[config.mk]
export PLATFORM = sky130hd
export DESIGN_NAME = count_sync_filter
export DESIGN_NICKNAME = d
export VERILOG_FILES = /design/src/rtl/ripple_count_checker_pkg.sv /design/src/rtl/count_sync_filter.sv
export SDC_FILE = /design/constraint.sdc
export NUM_CORES = 1
export LEC_CHECK = 0
export ABC_AREA = 1
export BUFFER_PORTS_ARGS = -buffer_cell sky130_fd_sc_hd__buf_4
export CAP_MARGIN = 20
export CORE_AREA = 2 2 40 42
export CTS_BUF_LIST = sky130_fd_sc_hd__clkbuf_8 sky130_fd_sc_hd__clkbuf_16
export DETAILED_ROUTE_END_ITERATION = 8
export DIE_AREA = 0 0 42 44
export GPL_TIMING_DRIVEN = 0
export HOLD_SLACK_MARGIN = 0.08
export PLACE_DENSITY = 0.5
export SETUP_SLACK_MARGIN = 0.5
export SLEW_MARGIN = 20
export SYNTH_ARGS = -nofsm -noshare
export SYNTH_HDL_FRONTEND = slang
export SYNTH_SLANG_ARGS = --single-unit
[constraint.sdc]
create_clock -name clk -period 2.2 [get_ports clk]
set_clock_uncertainty 0.1 [all_clocks]
set_input_delay 0.11 -clock clk [delete_from_list [all_inputs] [get_ports clk]]
set_output_delay 0.11 -clock clk [all_outputs]
set_load 0.02 [all_outputs]
[src/rtl/ripple_count_checker_pkg.sv]
// rtl/ripple_count_checker_pkg.sv - shared state encoding, direction codes and default widths
package ripple_count_checker_pkg;

  typedef enum logic [1:0] {
    ST_IDLE  = 2'd0,
    ST_TRACK = 2'd1,
    ST_UP    = 2'd2,
    ST_DOWN  = 2'd3
  } state_t;

  localparam logic [1:0] DIR_UNK  = 2'b00;
  localparam logic [1:0] DIR_UP   = 2'b01;
  localparam logic [1:0] DIR_DOWN = 2'b10;

  localparam int DEF_WIDTH  = 4;
  localparam int DEF_STABLE = 2;
  localparam int DEF_WRAPW  = 8;
  localparam int DEF_ERRW   = 8;

endpackage

[src/rtl/count_sync_filter.sv]
// rtl/count_sync_filter.sv - two-flop synchronizer with a stability window on the synchronized count
module count_sync_filter
  import ripple_count_checker_pkg::*;
#(
  parameter int WIDTH  = DEF_WIDTH,
  parameter int STABLE = DEF_STABLE
) (
  input  logic             clk,
  input  logic             clear,
  input  logic [WIDTH-1:0] cnt_in,
  output logic [WIDTH-1:0] s2_next,
  output logic             stable_hit
);

  localparam int KW = $clog2(STABLE + 1);

  logic [WIDTH-1:0] s1, s2;
  logic [KW-1:0]    k, k_next;

  // s2_next is the value s2 takes at this edge; it is the acceptance candidate
  always_comb begin
    s2_next = s1;
    if (s1 != s2)
      k_next = KW'(1);
    else if (k == KW'(STABLE))
      k_next = k;
    else
      k_next = k + 1'b1;
    stable_hit = (k_next == KW'(STABLE));
  end

  always_ff @(posedge clk) begin
    if (clear) begin
      s1 <= '0;
      s2 <= '0;
      k  <= '0;
    end else begin
      s1 <= cnt_in;
      s2 <= s1;
      k  <= k_next;
    end
  end

endmodule

==> run_results.csv <==
group,metric,value,unit
status,status,"finished clean",
yosys,ys_ff_latch,10,
clock_network,insertion_delay,0.23,ns
global_routing,grt_pass1_vias,317,
floorplanning,start_util,0.274,
placement,dp_hpwl,440,microns
critical_path,cp_max_fo,3,
pwr,power_switching_share,0.218,
yosys,netlist_area,389,sq um
route,ant_nets,0,
pwr,powerDensity,771,nW/um^2
clock_network,cts_buffer_depth,2,
yosys,synth.avg_cell_area,6.95,sq um
cells_and_area,mostFrequentLayoutCell,"inv_1",
pwr,p_clk_frac,0.420,
timing,setup_tns,0,ns
route,first_pass_iters,2,
critical_path,crit_type,"reg -> out",
pwr,power_frac_seq,0.456,
timing,finalHoldViolations,0,
route,drc,0,
timing,post-route-min-period,1.42,ns
clock_network,cts_buffers,3,
clock_network,cts_sinks,10,
floorplanning,dieArea,1850,sq um
cells_and_area,area_growth_syn_to_layout,43.4,%
floorplanning,core-area,1420,sq um
cells_and_area,design_area,558,sq um
global_routing,grt_antenna_before_repair,0,
cells_and_area,multi_input_area,121,sq um
yosys,synth-warning-count,0,
run,maxCapViolCount,0,
placement,placed_cell_area,477,sq um
timing,setup_viol,0,
route,wl_per_cell,7.32,microns
clock_network,cts_tree,"done",
cells_and_area,diodes,0,
cells_and_area,fillers,156,
pwr,p_int,0.000336,W
clock_network,cts-root-buf,"clkbuf_8",
timing,maxSlewHeadroom,0.717,
pwr,p_leak,0.299,nW
placement,gp_congestion,0.629,
pwr,combPwrFrac,0.124,
cells_and_area,fin_util,0.393,
timing,rsz0062_at_grt,"no",
floorplanning,die_w,42,microns
global_routing,track_usage,0.0934,
clock_network,clkSlewWorstSetupHoldPaths,0.04,ns
route,routed_wl,644,microns
cells_and_area,layout.nets,81,
timing,timing_worst_slew_pin_value,0.424,ns
cells_and_area,layout_common_cells,"inv_1 (17), nand2_1 (13), nor2_1 (10), dfxtp_1 (10), buf_4 (9)",
route,via_per_inst,3.89,
floorplanning,rows,14,
route,vias,342,
critical_path,worst_setup_path_end_kind,"output pin",
timing,fmax,702,MHz
clock_network,cts_setup_buffers,0,
worst_hold_path,hp-class,"in -> reg",
pwr,p_switching,0.0000937,W
route,first_iter_violations,1,
clock_network,ctsResizeCount,0,
pwr,peakVddDrop,0.330,mV
timing,post-route-period-util,0.648,
global_routing,grt_pass1_wl,1.23,mm
floorplanning,io_pins,11,
clock_network,htree_levels,1,
yosys,yosysSeqAreaShare,0.514,
critical_path,r2r_setup_slack,1.19,ns
yosys,synth_cell_types,8,
cells_and_area,final_layout_size_suffix_gt1_frac,0.194,
placement,io_buffers,9,
yosys,syn-instance-count,56,
timing,slew_viol_final,0,
cells_and_area,seq_area,200,sq um
floorplanning,die_y,44,microns
critical_path,critPathRequiredTime,1.99,ns
global_routing,overflow,0,
critical_path,arrival,1.21,ns
global_routing,grt_max_degree,11,
yosys,syn_nets,63,
critical_path,critPathLaunchType,"flop",
power by group through the flow:
| stage | logic, W | clock network [W] | registers [W] |
|---|---|---|---|
| after global routing | 0.0000617 | 0.000195 | 0.000197 |
| final | 0.0000534 | 0.000181 | 0.000196 |
| after detailed placement | 0.0000481 | 0 | 0.000199 |
| after CTS | 0.0000542 | 0.000187 | 0.000196 |
| after global placement | 0.0000478 | 0 | 0.000199 |
| after floorplan | 0.0000264 | 0 | 0.000203 |
final timing paths:
check / to / depth (start not counted) / from
setup / recovery: stable_hit / 7 / s2_next[1]$_SDFF_PP0_
hold / removal: s2_next[3]$_SDFF_PP0_ / 2 / clear
setup reg to reg: k[0]$_SDFF_PP0_ / 7 / s2_next[1]$_SDFF_PP0_
hold reg to reg: s2[0]$_SDFF_PP0_ / 2 / s2_next[0]$_SDFF_PP0_
sequential cells by signal, indices dropped and copies added (netlist names):
name     cells
s2           4
s2_next      4
k            2
through the flow:
stage	hold slack, ns	std cells	total power, W	setup WS [ns]
floorplan	0.117	56	0.000230	0.873
global placement	0.211	81	0.000247	0.998
detailed placement	0.218	81	0.000247	0.997
CTS	0.177	88	0.000437	0.749
global route	0.211	88	0.000453	0.660
finish	0.160	88	0.000430	0.775
what timing repair did:
item | in CTS | in global routing
endpoints found under the hold margin | 4 | 0
hold buffers | 4 | 0
setup endpoints to repair | 0 | 0
Yosys cell counts:
master | n | area, sq um
clkbuf_1 | 1 | 3.75
dfxtp_1 | 10 | 200
ha_1 | 1 | 12.5
inv_1 | 17 | 63.8
nand2_1 | 13 | 48.8
nand3_1 | 2 | 10.0
nor2_1 | 10 | 37.5
nor2_2 | 2 | 12.5
routing by layer:
| layer | vias up | share of wire | GRT usage |
|---|---|---|---|
| met1 | 150 | 0.42 | 0.0934 |
| met5 | - | 0 | 0 |
| met2 | 5 | 0.52 | 0.153 |
| met3 | 2 | 0.036 | 0.0250 |
| met4 | 0 | 0.023 | 0.0968 |
| li1 | 185 | - | - |
logic make-up (layout without fill, tap and decap cells):
logic type | Yosys count | count (layout) | share of synthesized area
AND/OR/NAND/NOR | 27 | 27 | 0.280
adder cells (fa/ha/maj) | 1 | 1 | 0.0321
flip-flops | 10 | 10 | 0.514
buffers and inverters | 18 | 34 | 0.174
layout make-up:
cell class                      count  share of cell area
Buffer                              1             0.00673
Timing Repair Buffer               13               0.193
Sequential cell                    10               0.359
Tap cell                           16              0.0359
Clock buffer                        3              0.0740
Multi-Input combinational cell     28               0.217
Inverter                           17               0.114
critical path, stage by stage, from the launching register on:
cell and delay, ns:
dfxtp_1 0.35, inv_1 0.06, nand2_1 0.05, nand2_1 0.06
nor2_2 0.12, nand3_1 0.10, nor2_1 0.10, buf_4 0.15
No activity file was read; power rests on OpenSTA's default activity.
